**config.mk**
```make
export PLATFORM = sky130hd
export DESIGN_NAME = fm_bank_loader
export DESIGN_NICKNAME = d
export VERILOG_FILES = /design/src/rtl/fm_bank_loader_pkg.sv /design/src/rtl/fm_raster_cnt.sv /design/src/rtl/fm_bank_loader.sv
export SDC_FILE = /design/constraint.sdc
export NUM_CORES = 1
export LEC_CHECK = 0
export CORE_ASPECT_RATIO = 1.5
export CORE_MARGIN = 2
export CORE_UTILIZATION = 43
export CTS_BUF_LIST = sky130_fd_sc_hd__clkbuf_8
export DETAILED_ROUTE_END_ITERATION = 10
export PLACE_DENSITY = 0.75
export SYNTH_ARGS = -nofsm -noshare
export SYNTH_HDL_FRONTEND = slang
export SYNTH_SLANG_ARGS = --single-unit
```
**constraint.sdc**
```tcl
create_clock -name i_clk -period 15.1 [get_ports i_clk]
set_clock_uncertainty 0.15 [all_clocks]
set_input_delay 1.51 -clock i_clk [delete_from_list [all_inputs] [get_ports i_clk]]
set_output_delay 1.51 -clock i_clk [all_outputs]
set_load 0.02 [all_outputs]
```
**src/rtl/fm_bank_loader_pkg.sv**
```systemverilog
// Shared FSM type and geometry helpers for the FM bank loader and its raster counter.
package fm_bank_loader_pkg;

    typedef enum logic [1:0] {
        IDLE    = 2'd0,
        LOAD_WT = 2'd1,
        LOAD_FM = 2'd2,
        FINISH  = 2'd3
    } state_e;

    function automatic int calc_ovl(input int kernel_size, input int stride);
        return kernel_size - stride;
    endfunction

    function automatic int calc_row_step(input int bank_rows, input int kernel_size, input int stride);
        return bank_rows - calc_ovl(kernel_size, stride);
    endfunction

    function automatic int calc_fa_w(input int bank_rows, input int fm_size);
        return $clog2(bank_rows * fm_size);
    endfunction

    function automatic int calc_wa_w(input int kernel_size);
        return $clog2(kernel_size * kernel_size) + 1;
    endfunction

    function automatic int cnt_w(input int n);
        return (n <= 1) ? 1 : $clog2(n);
    endfunction

    // Overlap must fit in one step and the banks together must cover every row.
    function automatic bit cfg_legal(input int fm_size, input int kernel_size, input int stride,
                                     input int num_pe, input int bank_rows);
        int ovl;
        int row_step;
        ovl      = calc_ovl(kernel_size, stride);
        row_step = calc_row_step(bank_rows, kernel_size, stride);
        return (stride < kernel_size) && (ovl <= row_step) &&
               (fm_size <= (num_pe - 1) * row_step + bank_rows);
    endfunction

endpackage

```
**src/rtl/fm_raster_cnt.sv**
```systemverilog
// Raster counters for the FM stream: col/row/channel plus incrementally tracked bank and local row,
// with primary and overlap bank addresses derived from the current position.
module fm_raster_cnt
    import fm_bank_loader_pkg::*;
#(
    parameter int FM_SIZE     = 252,
    parameter int KERNEL_SIZE = 3,
    parameter int STRIDE      = 1,
    parameter int IN_FM_CH    = 3,
    parameter int NUM_PE      = 4,
    parameter int BANK_ROWS   = 65,
    parameter int FA_W        = calc_fa_w(BANK_ROWS, FM_SIZE),
    parameter int CH_W        = cnt_w(IN_FM_CH),
    parameter int PE_W        = cnt_w(NUM_PE)
) (
    input  logic            i_clk,
    input  logic            i_rst,
    input  logic            clr,
    input  logic            adv,
    output logic [FA_W-1:0] addr,
    output logic [FA_W-1:0] addr_ovl,
    output logic            ovl_hit,
    output logic [CH_W-1:0] ch,
    output logic [PE_W-1:0] bank,
    output logic            last
);
    localparam int OVL      = calc_ovl(KERNEL_SIZE, STRIDE);
    localparam int ROW_STEP = calc_row_step(BANK_ROWS, KERNEL_SIZE, STRIDE);
    localparam int COL_W    = cnt_w(FM_SIZE);
    localparam int LROW_W   = cnt_w(BANK_ROWS);

    logic [COL_W-1:0]  col_r;
    logic [COL_W-1:0]  row_r;
    logic [CH_W-1:0]   ch_r;
    logic [PE_W-1:0]   bank_r;
    logic [LROW_W-1:0] lrow_r;
    logic              col_end_s;
    logic              row_end_s;
    logic              ch_end_s;
    logic              lrow_end_s;

    assign col_end_s  = (col_r == COL_W'(FM_SIZE - 1));
    assign row_end_s  = (row_r == COL_W'(FM_SIZE - 1));
    assign ch_end_s   = (ch_r == CH_W'(IN_FM_CH - 1));
    assign lrow_end_s = (lrow_r == LROW_W'(BANK_ROWS - 1));
    assign ch         = ch_r;
    assign bank       = bank_r;
    assign last       = col_end_s && row_end_s && ch_end_s;

    // Counter advance; leaving a bank re-enters the next one at the first non-overlap row.
    always_ff @(posedge i_clk or negedge i_rst) begin
        if (!i_rst) begin
            col_r  <= {COL_W{1'b0}};
            row_r  <= {COL_W{1'b0}};
            ch_r   <= {CH_W{1'b0}};
            bank_r <= {PE_W{1'b0}};
            lrow_r <= {LROW_W{1'b0}};
        end else if (clr) begin
            col_r  <= {COL_W{1'b0}};
            row_r  <= {COL_W{1'b0}};
            ch_r   <= {CH_W{1'b0}};
            bank_r <= {PE_W{1'b0}};
            lrow_r <= {LROW_W{1'b0}};
        end else if (adv) begin
            if (!col_end_s) begin
                col_r <= col_r + COL_W'(1'b1);
            end else begin
                col_r <= {COL_W{1'b0}};
                if (!row_end_s) begin
                    row_r <= row_r + COL_W'(1'b1);
                    if (lrow_end_s) begin
                        bank_r <= bank_r + PE_W'(1'b1);
                        lrow_r <= LROW_W'(OVL);
                    end else begin
                        lrow_r <= lrow_r + LROW_W'(1'b1);
                    end
                end else begin
                    row_r  <= {COL_W{1'b0}};
                    bank_r <= {PE_W{1'b0}};
                    lrow_r <= {LROW_W{1'b0}};
                    ch_r   <= ch_end_s ? {CH_W{1'b0}} : ch_r + CH_W'(1'b1);
                end
            end
        end
    end

    // Bank addresses; the overlap copy lands ROW_STEP rows earlier in the next bank.
    always_comb begin
        ovl_hit = (lrow_r >= LROW_W'(ROW_STEP)) && (bank_r < PE_W'(NUM_PE - 1));
        addr    = FA_W'(lrow_r) * FA_W'(FM_SIZE) + FA_W'(col_r);
        if (ovl_hit) begin
            addr_ovl = FA_W'(lrow_r - LROW_W'(ROW_STEP)) * FA_W'(FM_SIZE) + FA_W'(col_r);
        end else begin
            addr_ovl = {FA_W{1'b0}};
        end
    end

endmodule

```
**src/rtl/fm_bank_loader.sv**
```systemverilog
// Streams weights then the input feature map into weight BRAMs and overlapped FM row banks,
// pulsing o_done once everything is written.
module fm_bank_loader
    import fm_bank_loader_pkg::*;
#(
    parameter int DATA_W      = 30,
    parameter int W_DATA_W    = 18,
    parameter int FM_SIZE     = 252,
    parameter int KERNEL_SIZE = 3,
    parameter int STRIDE      = 1,
    parameter int IN_FM_CH    = 3,
    parameter int OUT_FM_CH   = 2,
    parameter int NUM_PE      = 4,
    parameter int BANK_ROWS   = 65,
    localparam int OVL        = calc_ovl(KERNEL_SIZE, STRIDE),
    localparam int ROW_STEP   = calc_row_step(BANK_ROWS, KERNEL_SIZE, STRIDE),
    localparam int FA_W       = calc_fa_w(BANK_ROWS, FM_SIZE),
    localparam int WA_W       = calc_wa_w(KERNEL_SIZE)
) (
    input  logic                         i_clk,
    input  logic                         i_rst,
    input  logic                         i_start,
    input  logic [DATA_W-1:0]            i_s_data,
    input  logic                         i_s_valid,
    output logic                         o_s_ready,
    output logic [OUT_FM_CH-1:0]         o_wt_w_en,
    output logic [WA_W-1:0]              o_wt_w_addr,
    output logic [W_DATA_W-1:0]          o_wt_w_data,
    output logic [IN_FM_CH*NUM_PE-1:0]   o_fm_w_en,
    output logic [FA_W-1:0]              o_fm_w_addr,
    output logic [FA_W-1:0]              o_fm_w_addr_ovl,
    output logic [DATA_W-1:0]            o_fm_w_data,
    output logic                         o_busy,
    output logic                         o_done
);
    localparam int KK    = KERNEL_SIZE * KERNEL_SIZE;
    localparam int NB    = IN_FM_CH * NUM_PE;
    localparam int OCH_W = cnt_w(OUT_FM_CH);
    localparam int CH_W  = cnt_w(IN_FM_CH);
    localparam int PE_W  = cnt_w(NUM_PE);
    localparam int BI_W  = cnt_w(NB) + 1;

    if (!cfg_legal(FM_SIZE, KERNEL_SIZE, STRIDE, NUM_PE, BANK_ROWS)) begin : g_bad_cfg
        $error("fm_bank_loader: overlap exceeds row step or banks do not cover FM_SIZE rows");
    end

    state_e                state_r, state_nx_s;
    logic                  ready_r, busy_r, done_r;
    logic                  ready_nx_s, busy_nx_s, done_nx_s;
    logic [OCH_W-1:0]      wt_och_r;
    logic [WA_W-1:0]       wt_k_r;
    logic                  accept_s, start_s, wt_last_s, fm_adv_s;
    logic [FA_W-1:0]       fa_s, fa_ovl_s;
    logic                  ovl_hit_s, fm_last_s;
    logic [CH_W-1:0]       ch_s;
    logic [PE_W-1:0]       bank_s;
    logic [BI_W-1:0]       bidx_s;
    logic [OUT_FM_CH-1:0]  wt_en_nx_s, wt_en_r;
    logic [WA_W-1:0]       wt_addr_nx_s, wt_addr_r;
    logic [W_DATA_W-1:0]   wt_data_nx_s, wt_data_r;
    logic [NB-1:0]         fm_en_nx_s, fm_en_r;
    logic [FA_W-1:0]       fm_addr_nx_s, fm_addr_r, fm_ovl_nx_s, fm_ovl_r;
    logic [DATA_W-1:0]     fm_data_nx_s, fm_data_r;

    assign accept_s  = i_s_valid && ready_r;
    assign start_s   = i_start && (state_r == IDLE);
    assign wt_last_s = (wt_och_r == OCH_W'(OUT_FM_CH - 1)) && (wt_k_r == WA_W'(KK - 1));
    assign fm_adv_s  = accept_s && (state_r == LOAD_FM);
    assign bidx_s    = BI_W'(ch_s) * BI_W'(NUM_PE) + BI_W'(bank_s);

    fm_raster_cnt #(
        .FM_SIZE     (FM_SIZE),
        .KERNEL_SIZE (KERNEL_SIZE),
        .STRIDE      (STRIDE),
        .IN_FM_CH    (IN_FM_CH),
        .NUM_PE      (NUM_PE),
        .BANK_ROWS   (BANK_ROWS),
        .FA_W        (FA_W),
        .CH_W        (CH_W),
        .PE_W        (PE_W)
    ) u_raster (
        .i_clk    (i_clk),
        .i_rst    (i_rst),
        .clr      (start_s),
        .adv      (fm_adv_s),
        .addr     (fa_s),
        .addr_ovl (fa_ovl_s),
        .ovl_hit  (ovl_hit_s),
        .ch       (ch_s),
        .bank     (bank_s),
        .last     (fm_last_s)
    );

    // FSM state register.
    always_ff @(posedge i_clk or negedge i_rst) begin
        if (!i_rst) begin
            state_r <= IDLE;
        end else begin
            state_r <= state_nx_s;
        end
    end

    // FSM next-state logic.
    always_comb begin
        state_nx_s = state_r;
        case (state_r)
            IDLE:    state_nx_s = start_s ? LOAD_WT : IDLE;
            LOAD_WT: state_nx_s = (accept_s && wt_last_s) ? LOAD_FM : LOAD_WT;
            LOAD_FM: state_nx_s = (accept_s && fm_last_s) ? FINISH : LOAD_FM;
            FINISH:  state_nx_s = IDLE;
            default: state_nx_s = IDLE;
        endcase
    end

    // Output decode; control flags follow the next state so they register alongside it.
    always_comb begin
        ready_nx_s   = (state_nx_s == LOAD_WT) || (state_nx_s == LOAD_FM);
        busy_nx_s    = (state_nx_s != IDLE);
        done_nx_s    = (state_nx_s == FINISH);
        if (accept_s && (state_r == LOAD_WT)) begin
            wt_en_nx_s   = OUT_FM_CH'(1'b1) << wt_och_r;
            wt_addr_nx_s = wt_k_r;
            wt_data_nx_s = i_s_data[W_DATA_W-1:0];
        end else begin
            wt_en_nx_s   = {OUT_FM_CH{1'b0}};
            wt_addr_nx_s = {WA_W{1'b0}};
            wt_data_nx_s = {W_DATA_W{1'b0}};
        end
        if (fm_adv_s) begin
            fm_en_nx_s   = (NB'(1'b1) << bidx_s) |
                           (ovl_hit_s ? (NB'(1'b1) << (bidx_s + BI_W'(1'b1))) : {NB{1'b0}});
            fm_addr_nx_s = fa_s;
            fm_ovl_nx_s  = fa_ovl_s;
            fm_data_nx_s = i_s_data;
        end else begin
            fm_en_nx_s   = {NB{1'b0}};
            fm_addr_nx_s = {FA_W{1'b0}};
            fm_ovl_nx_s  = {FA_W{1'b0}};
            fm_data_nx_s = {DATA_W{1'b0}};
        end
    end

    // Weight position counters: output channel major, kernel tap minor.
    always_ff @(posedge i_clk or negedge i_rst) begin
        if (!i_rst) begin
            wt_och_r <= {OCH_W{1'b0}};
            wt_k_r   <= {WA_W{1'b0}};
        end else if (start_s) begin
            wt_och_r <= {OCH_W{1'b0}};
            wt_k_r   <= {WA_W{1'b0}};
        end else if (accept_s && (state_r == LOAD_WT)) begin
            if (wt_k_r == WA_W'(KK - 1)) begin
                wt_k_r   <= {WA_W{1'b0}};
                wt_och_r <= wt_last_s ? {OCH_W{1'b0}} : wt_och_r + OCH_W'(1'b1);
            end else begin
                wt_k_r <= wt_k_r + WA_W'(1'b1);
            end
        end
    end

    // Registered outputs: every write appears exactly one cycle after its beat.
    always_ff @(posedge i_clk or negedge i_rst) begin
        if (!i_rst) begin
            ready_r   <= 1'b0;
            busy_r    <= 1'b0;
            done_r    <= 1'b0;
            wt_en_r   <= {OUT_FM_CH{1'b0}};
            wt_addr_r <= {WA_W{1'b0}};
            wt_data_r <= {W_DATA_W{1'b0}};
            fm_en_r   <= {NB{1'b0}};
            fm_addr_r <= {FA_W{1'b0}};
            fm_ovl_r  <= {FA_W{1'b0}};
            fm_data_r <= {DATA_W{1'b0}};
        end else begin
            ready_r   <= ready_nx_s;
            busy_r    <= busy_nx_s;
            done_r    <= done_nx_s;
            wt_en_r   <= wt_en_nx_s;
            wt_addr_r <= wt_addr_nx_s;
            wt_data_r <= wt_data_nx_s;
            fm_en_r   <= fm_en_nx_s;
            fm_addr_r <= fm_addr_nx_s;
            fm_ovl_r  <= fm_ovl_nx_s;
            fm_data_r <= fm_data_nx_s;
        end
    end

    assign o_s_ready       = ready_r;
    assign o_busy          = busy_r;
    assign o_done          = done_r;
    assign o_wt_w_en       = wt_en_r;
    assign o_wt_w_addr     = wt_addr_r;
    assign o_wt_w_data     = wt_data_r;
    assign o_fm_w_en       = fm_en_r;
    assign o_fm_w_addr     = fm_addr_r;
    assign o_fm_w_addr_ovl = fm_ovl_r;
    assign o_fm_w_data     = fm_data_r;

endmodule
```
==> results of run 1 <==
## worst min-delay path by stage
stage	from	end	slack [ns]	cells after the start
floorplan	u_raster.row_r[1]	u_raster.row_r[1]	0.31	2
global placement	u_raster.row_r[1]	u_raster.row_r[1]	0.33	2
detailed placement	u_raster.row_r[1]	u_raster.row_r[1]	0.33	2
CTS	u_raster.row_r[1]	u_raster.row_r[1]	0.35	2
global route	u_raster.row_r[4]	u_raster.row_r[4]	0.39	1
finish	u_raster.row_r[1]	u_raster.row_r[1]	0.35	2
## worst min-delay path: stages, from the launching register on
cell and delay (ns):
dfrtp_1 0.37, nand2_1 0.06, nand2_1 0.05
## cells by family after synthesis
| family | synth area share, % |
|---|---|
| adder cells (fa/ha/maj) | 18.37 |
| AND/OR/NAND/NOR | 17.21 |
| flip-flops | 42.42 |
| AO/OA/AOI/OAI | 11.15 |
| multiplexers | 0.1276 |
| XOR/XNOR | 6.093 |
| buffers and inverters | 4.625 |
## placed cells by master, fill, tap and decap left out, drive strengths merged, types with 7 or more instances in the layout
cell and instances:
a21oi 23, nor3 15, inv 87, fa 27, nand4 7, a22o 7, nand2b 7, xor2 20
o21ai 35, ha 72, nor2 59, nor2b 10, dfrtp 133, nand3 19, clkbuf 17, xnor2 29
a21o 8, nand2 40, and2 62, clkdlybuf4s50 130
## state kept, by name, indices dropped and copies added, names as in the netlist, 5 cells and up
signal and flops:
o_fm_w_addr 14, o_fm_w_addr_ovl 14, o_fm_w_data 30, o_fm_w_en 12, o_wt_w_addr 5, o_wt_w_data 18
u_raster.col_r 8, u_raster.lrow_r 7, u_raster.row_r 8, wt_k_r 5
## layout make-up
cell class	instances	area share (%)
clock buffer	17	2.390
clock inverter	15	1.649
inverter	78	2.990
multi-input combinational	523	42.49
sequential	133	33.99
tap	217	2.773
timing repair buffer	135	13.71
## routing by layer
metal	track usage (%)	vias up	wire (um)
li1	-	2796	-
met1	18.61	2843	6263
met2	35.09	145	9550
met3	3.179	26	609
met4	6.045	0	402
met5	0	-	0
## per-stage QoR
| stage | hold WS [ns] | instances | instance area [um2] | util (%) |
|---|---|---|---|---|
| detailed placement | 0.3318 | 1086 | 9395 | 52.36 |
| floorplan | 0.3071 | 751 | 7845 | - |
| CTS | 0.3497 | 1118 | 9791 | 54.57 |
| finish | 0.3508 | 1118 | 9791 | 54.57 |
| global placement | 0.3337 | 1086 | 9395 | 52.36 |
| global route | 0.3892 | 1118 | 9791 | 54.57 |
==> run metrics, run 1 <==
status=complete, no violations; Crit path max-delay family=adder cells; area growth from synthesis to layout=24.80%; CTS tree=done; register area=0.003328 mm2; drt wl/cell=roughly 15 um; Final setup viols=0; # hold bufs at CTS=0; f_max=183.9 MHz; grt ovf=0; Clock Tree Root=clkbuf_8; critical path startpoint category=flop; Synth top cells by count=dfrtp_1, inv_1, ha_1; CP endpoint=o_fm_w_addr_ovl[13]; final hold vios=0; final WL=about 17000 um; Nets=1021; vias in the first global route=5953; most frequent cell after synthesis=dfrtp_1; RR Startpoint=u_raster.lrow_r[0]; synthesis-stage register bit count=133; sum of negative setup slack=0 ns; Final Worst Setup Slack=approximately 9.7 ns; number of cell rows=60; fin crit share=36.00%; number of buffers created by CTS=17; Worst R2R Setup Slack=9.66 ns; synthesized net count=884; DR vias=approximately 5800; clk sinks=133; Die X=114.3 um; Clock Latency Late Sink=0.43 ns; CP bufs+invs=1; crit-path cells=ha_1 -> a21bo_2 -> and2_0 -> xor2_1 -> xnor2_1 -> fa_1 -> fa_1 -> inv_1 -> ha_1 -> a211oi_1 -> o21bai_1 -> a21oi_1 -> xnor2_1 -> nand2_1 -> nor4b_4 -> xnor3_1 -> nor2_1; vias per cell=slightly above 5; Crit path required time=15.32 ns; share of the synthesized area in the top cell type=42.42%; filler cell count=1557; gr usage total=between 15 and 20%; die area=0.01936 mm2; GPL Wtd Cong=approximately 0.8; DRT Pass-1 Iters=5; Max-Slew Margin vs Limit=36.99%; max-cap violations=0; synth unique cells=between 70 and 80; remaining antenna violation count after routing=0; initial antenna violation count=0; mapped cell area=0.007845 mm2; CP max-delay cell=dfrtp_1; CTS max path bufs=2; area of the multi-input gates=0.004160 mm2; endpoint type of the worst setup path=flop; CTS clk-pin slew, worst paths=0.09 ns; starting DRC count in detailed routing=319; EDFF count, synth=0; Mapped Cells=751; number of I/O pins=132; crit path DAT=5.66 ns; Tmin final=5.437 ns; worst-case reg-to-reg path depth=17; critical path startpoint=u_raster.lrow_r[0]; largest stage delay on the critical path=0.65 ns; fin. max-slew vios=0; post-synth top area cell=dfrtp_1; PortBufs=131; Setup Buffers After CTS=0; CTS HTree Levels=4; kind of critical path=flop to flop; Avg Inst Size Synth=10.45 um2; synth warn=0; CP Depth=17; # resized after CTS=0; Post-synth top flop=dfrtp_1; pin count of the biggest net entering global routing=78; DP Worst Slack=9.654 ns; ant diodes=0; setup repair after global routing missed its margin=no; Slew @ Worst Pin=0.9451 ns; die extent in y=169.4 um; first-pass GRT wire length=27590 um; detailed-route DRC error count=0; HPWL after detailed placement=between 10000 and 15000 um; Reg2Reg Capture Point=o_fm_w_addr_ovl[13]; main area contributors after synthesis=dfrtp_1, ha_1, fa_1; maximum net fanout on the critical path=14; Seq/Total Area, Yosys=approximately 42%; Starting Density=roughly 44%; Core Region=0.01794 mm2; Synth async-reset ratio=100.0%; HP Class=flop to flop; share of layout cells above drive strength 1=about 6.5%
Power of run 1 is not shown: default switching activity piles up to over one toggle a cycle in this logic, so the estimate is an artifact.
==> run 2: changes to the inputs <==
--- a/config.mk
+++ b/config.mk
@@ -10,7 +10,7 @@
 export CORE_UTILIZATION = 43
 export CTS_BUF_LIST = sky130_fd_sc_hd__clkbuf_8
 export DETAILED_ROUTE_END_ITERATION = 10
-export PLACE_DENSITY = 0.75
+export PLACE_DENSITY = 0.77
 export SYNTH_ARGS = -nofsm -noshare
 export SYNTH_HDL_FRONTEND = slang
 export SYNTH_SLANG_ARGS = --single-unit
==> constraint.sdc (replaced) <==
create_clock -name i_clk -period 4.7 [get_ports i_clk]
set_clock_uncertainty 0.15 [all_clocks]
set_input_delay 0.47 -clock i_clk [delete_from_list [all_inputs] [get_ports i_clk]]
set_output_delay 0.47 -clock i_clk [all_outputs]
set_load 0.02 [all_outputs]
==> run 2 against run 1 <==
Via count increased by 4.0%. Flip-flop and latch count unchanged. Non-clock buffer count increased by 44. Die area unchanged. Critical path type unchanged.
==> run metrics, run 2 (synthesis gave the netlist of run 1 again) <==
Crit path max-delay family=adder cells; pin count of the biggest net entering global routing=95 (+22%); number of I/O pins=132 (unchanged); post-route design area=0.01031 mm2 (+5.3%); detailed-route DRC error count=0 (unchanged); max-cap violations=0 (unchanged); maximum net fanout on the critical path=4 (-10); critical path startpoint category=flop; crit path DAT=4.86 ns (-0.80 ns); commonest non-fill, non-tap cell in the layout=dfrtp_1; vias in the first global route=6163 (+3.5%); fin crit share=98.49% (+62 points); first-pass GRT wire length=28880 um (+4.6%); drt wl/cell=15.19 um (+0.95%); final hold vios=0 (unchanged); clk sinks=133 (unchanged); max reg flops=30 (unchanged); Placed Area=0.009622 mm2 (+2.4%); Clock Latency Late Sink=0.45 ns (+0.02 ns); fin. max-slew vios=0 (unchanged); CTS clk-pin slew, worst paths=0.09 ns (about the same); number of cell rows=60 (unchanged); initial antenna violation count=0 (unchanged); Nets=1065 (+4.3%); gr usage total=18.59% (+0.75 points); f_max=216.0 MHz (+17%); Starting Density=43.72% (unchanged); Slew @ Worst Pin=0.8493 ns (-0.09581 ns); share of layout cells above drive strength 1=13.76% (+7.2 points); HPWL after detailed placement=13090 um (+0.38%); Clock Tree Root=clkbuf_8; Die X=114.3 um (unchanged); kind of critical path=flop to flop; PortBufs=131 (unchanged); crit-path cells=ha_2 -> and3_4 -> xnor2_4 -> buf_6 -> xor2_1 -> ha_1 -> fa_1 -> inv_1 -> fa_1 -> inv_2 -> ha_4 -> nor2b_2 -> o31ai_4 -> or2b_1 -> a21oi_4 -> xnor3_1 -> nor2_1; grt ovf=0 (unchanged); ant diodes=0 (unchanged); CP bufs+invs=3 (+2); remaining antenna violation count after routing=0 (unchanged); Core Region=0.01794 mm2 (unchanged); final WL=17650 um (+4.9%); largest stage delay on the critical path=0.56 ns (-0.09 ns); DR vias=6042 (+4.0%); Crit path required time=4.93 ns (-10.39 ns); endpoint type of the worst setup path=flop; Max-Slew Margin vs Limit=43.38% (+6.4 points); CTS HTree Levels=4 (unchanged); CTS max path bufs=2 (unchanged); sum of negative setup slack=0 ns (unchanged); DRT Pass-1 Iters=5 (unchanged); CP max-delay cell=fa_1; die extent in y=169.4 um (unchanged); starting DRC count in detailed routing=346 (+8.5%); Tmin final=4.629 ns (-0.8076 ns); filler cell count=1447 (-7.1%); vias per cell=5.200 (about the same); most used cell, CP=fa_1; status=complete, no violations; number of buffers created by CTS=17 (unchanged); HP Class=flop to flop; CTS tree=done; Final setup viols=0 (unchanged); die area=0.01936 mm2 (unchanged); commonest cells after routing, fill and taps aside=dfrtp_1, clkdlybuf4s50_1, inv_1; area growth from synthesis to layout=31.43%; final core occ=57.47% (+2.9 points); setup repair after global routing missed its margin=yes; GPL Wtd Cong=0.8292 (+1.3%)
[run 2: cell types whose count changed in the layout (fill, tap and decap cells not counted), moves of 4 or more]
cell | previous run | this run
xnor2_2 | 1 | 6
inv_1 | 77 | 73
ha_4 | 0 | 6
ha_1 | 72 | 64
buf_6 | 1 | 5
xnor2_1 | 27 | 22
buf_4 | 4 | 42
[run 2: metrics by stage]
stage	instances	setup slack (ns)	hold WS, ns
floorplan	751	0.003460	0.02441
global placement	1114	0.08751	0.3260
detailed placement	1114	-0.05802	0.3367
CTS	1149	0.01131	0.3554
global route	1162	-0.1136	0.3919
finish	1162	0.07109	0.3643
[run 2: worst reg2reg max path: cells and delay by family, from the launching register on]
kind / cells / cell delay (ns)
buf+inv: 3 / 0.25
compound gates: 2 / 0.42
simple gates: 4 / 0.74
flops: 1 / 0.43
fa+ha+maj: 5 / 1.84
xor+xnor: 3 / 0.75
[run 2: area by class of cell]
cell class              count  area, um2  area share (%)
clock buffers              17      234.0           2.269
clock inverters            15      158.9           1.541
inverters                  78      297.8           2.888
multi-input cells         523       4330           42.00
flip-flops and latches    133       3331           32.30
well taps                 217      271.5           2.633
repair buffers            179       1688           16.37
[run 2: what timing repair did]
action | CTS | global route
gates resized for setup | 2 | 35
buffers inserted | 2 | 12
endpoints found under the setup margin | 2 | 6
gates cloned | 0 | 1
hold buffers | 1 | 0
pin swaps | 2 | 25
endpoints found under the hold margin | 82 | 0
[run 2: final timing paths]
check | startpoint | to | slack [ns] | cells after the start
worst max-delay path | u_raster.lrow_r[3] | o_fm_w_addr_ovl[13] | 0.07 | 17
worst min-delay path | u_raster.row_r[1] | u_raster.row_r[1] | 0.36 | 2
worst max register to register | u_raster.lrow_r[3] | o_fm_w_addr_ovl[13] | 0.07 | 17
worst min register to register | u_raster.row_r[1] | u_raster.row_r[1] | 0.36 | 2
max in group asynchronous | i_rst | o_fm_w_data[28] | 2.80 | 3
min in group asynchronous | i_rst | o_fm_w_data[19] | 0.51 | 2
[run 2: metal layers]
| layer | share of wire [%] | track usage [%] | vias to the layer above |
|---|---|---|---|
| met4 | 2.5 | 6.840 | 0 |
| li1 | - | - | 2881 |
| met5 | 0 | 0 | - |
| met2 | 56 | 35.71 | 169 |
| met3 | 3.8 | 3.143 | 34 |
| met1 | 38 | 20.05 | 2958 |
Power of run 2 is left out for the same reason.
==> run 3: changes to the inputs <==
--- a/config.mk
+++ b/config.mk
@@ -8,7 +8,7 @@
 export CORE_ASPECT_RATIO = 1.5
 export CORE_MARGIN = 2
 export CORE_UTILIZATION = 43
-export CTS_BUF_LIST = sky130_fd_sc_hd__clkbuf_8
+export CTS_BUF_LIST = sky130_fd_sc_hd__clkbuf_2
 export DETAILED_ROUTE_END_ITERATION = 10
 export PLACE_DENSITY = 0.77
 export SYNTH_ARGS = -nofsm -noshare
==> run 3 against run 2 <==
Clock-buffer cell count stayed put. Utilization is 1.1 points lower. Global-route usage is 0.30 points lower. Largest cell class unchanged. Die area stayed put. Worst setup slack better by 0.041 ns.
==> run metrics, run 3 (synthesis gave the netlist of run 1 again) <==
Final setup viols=0 (unchanged); CTS tree=done; remaining antenna violation count after routing=0 (unchanged); endpoint type of the worst setup path=flop; DRT Pass-1 Iters=5 (unchanged); Crit path required time=5.20 ns (+0.27 ns); commonest non-fill, non-tap cell in the layout=dfrtp_1; pin count of the biggest net entering global routing=95 (unchanged); area growth from synthesis to layout=28.84%; Starting Density=43.72% (unchanged); Final Worst Setup Slack=0.1116 ns (+0.04054 ns); Final Hold Slack=0.1341 ns (-0.2303 ns); Max-Slew Margin vs Limit=43.71% (+0.32 points); die extent in y=169.4 um (unchanged); kind of critical path=flop to flop; share of layout cells above drive strength 1=12.98% (-0.78 points); first-pass GRT wire length=28470 um (-1.4%); vias in the first global route=6074 (-1.4%); Slew @ Worst Pin=0.8444 ns (-0.004868 ns); number of I/O pins=132 (unchanged); crit path DAT=5.09 ns (+0.23 ns); Tmin final=4.588 ns (-0.04054 ns); Clock Tree Root=clkbuf_2; filler cell count=1479 (+2.2%); final core occ=56.33% (-1.1 points); final WL=17250 um (-2.3%); status=complete, no violations; GPL Wtd Cong=0.8292 (unchanged); initial antenna violation count=1 (+1); critical path startpoint category=flop; CTS max path bufs=2 (unchanged); clk sinks=133 (unchanged); DP Worst Slack=-0.05802 ns (unchanged); Placed Area=0.009622 mm2 (unchanged); f_max=217.9 MHz (+0.88%); CTS clk-pin slew, worst paths=0.25 ns (+0.16 ns); HPWL after detailed placement=13090 um (unchanged); vias per cell=5.189 (-0.20%); grt ovf=0 (unchanged); Nets=1060 (-0.47%); final hold vios=0 (unchanged); starting DRC count in detailed routing=312 (-9.8%); HP Class=input port to flop; setup repair after global routing missed its margin=yes; Die X=114.3 um (unchanged); post-route design area=0.01011 mm2 (-2.0%); CTS HTree Levels=4 (unchanged); commonest cells after routing, fill and taps aside=dfrtp_1, clkdlybuf4s50_1, inv_1; detailed-route DRC error count=0 (unchanged); max-cap violations=0 (unchanged); Core Region=0.01794 mm2 (unchanged); number of buffers created by CTS=17 (unchanged); Clock Latency Late Sink=0.70 ns (+0.25 ns); drt wl/cell=14.90 um (-1.9%); fin. max-slew vios=0 (unchanged); max reg flops=30 (unchanged); number of cell rows=60 (unchanged); PortBufs=131 (unchanged); gr usage total=18.30% (-0.30 points); maximum net fanout on the critical path=4 (unchanged); DR vias=6009 (-0.55%); die area=0.01936 mm2 (unchanged); fin crit share=97.62% (-0.86 points)
[run 3: final timing paths]
check,start,endpoint,slack (ns),cells past startpoint
worst max-delay path,u_raster.lrow_r[1],o_fm_w_addr_ovl[13],0.11,17
worst min-delay path,i_s_data[29],o_fm_w_data[29],0.13,2
worst max register to register,u_raster.lrow_r[1],o_fm_w_addr_ovl[13],0.11,17
worst min register to register,wt_och_r,o_wt_w_en[0],0.38,1
max in group asynchronous,i_rst,o_fm_w_data[28],3.09,3
min in group asynchronous,i_rst,o_fm_w_data[19],0.23,2
[run 3: cell type report]
type / count / area (um2) / area share, %
repair buffers: 174 / 1645 / 16.28
flip-flops and latches: 133 / 3329 / 32.94
multi-input cells: 523 / 4322 / 42.76
clock buffers: 17 / 85.08 / 0.8418
inverters: 78 / 292.8 / 2.897
well taps: 217 / 271.5 / 2.686
clock inverters: 15 / 158.9 / 1.572
diodes: 1 / 2.502 / 0.02476
[run 3: critical path, stage by stage, from the launching register on]
cell	delay [ns]
dfrtp_2	0.50
ha_4	0.19
and3_4	0.19
xnor2_4	0.21
xor2_2	0.26
xnor2_2	0.17
fa_1	0.47
fa_1	0.57
inv_2	0.05
ha_4	0.21
a21o_1	0.18
a21oi_2	0.17
nor2b_2	0.08
o31ai_4	0.29
or2b_1	0.29
a21oi_4	0.12
xnor3_1	0.38
nor2_1	0.08
[run 3: routing by layer]
layer	global-route usage, %	wire length [um]	vias up
met3	2.964	694	26
met2	35.35	9612	183
met1	19.76	6563	2926
met5	0	0	-
li1	-	-	2874
met4	6.416	382	0
[run 3: repair_timing]
| action | CTS | global route |
|---|---|---|
| pin swaps | 2 | 23 |
| hold endpoints to repair | 93 | 0 |
| hold buffers | 1 | 0 |
| resized for setup | 2 | 28 |
| setup endpoints to repair | 1 | 6 |
| buffers inserted | 2 | 8 |
| cloned | 0 | 0 |
[run 3: metrics by stage]
step	instances	setup TNS, ns
2_1_floorplan	751	0
3_3_place_gp	1114	0
3_5_place_dp	1114	-0.05944
4_1_cts	1149	0
5_1_grt	1158	-0.05792
6_report	1158	0
Power of run 3 is left out for the same reason.
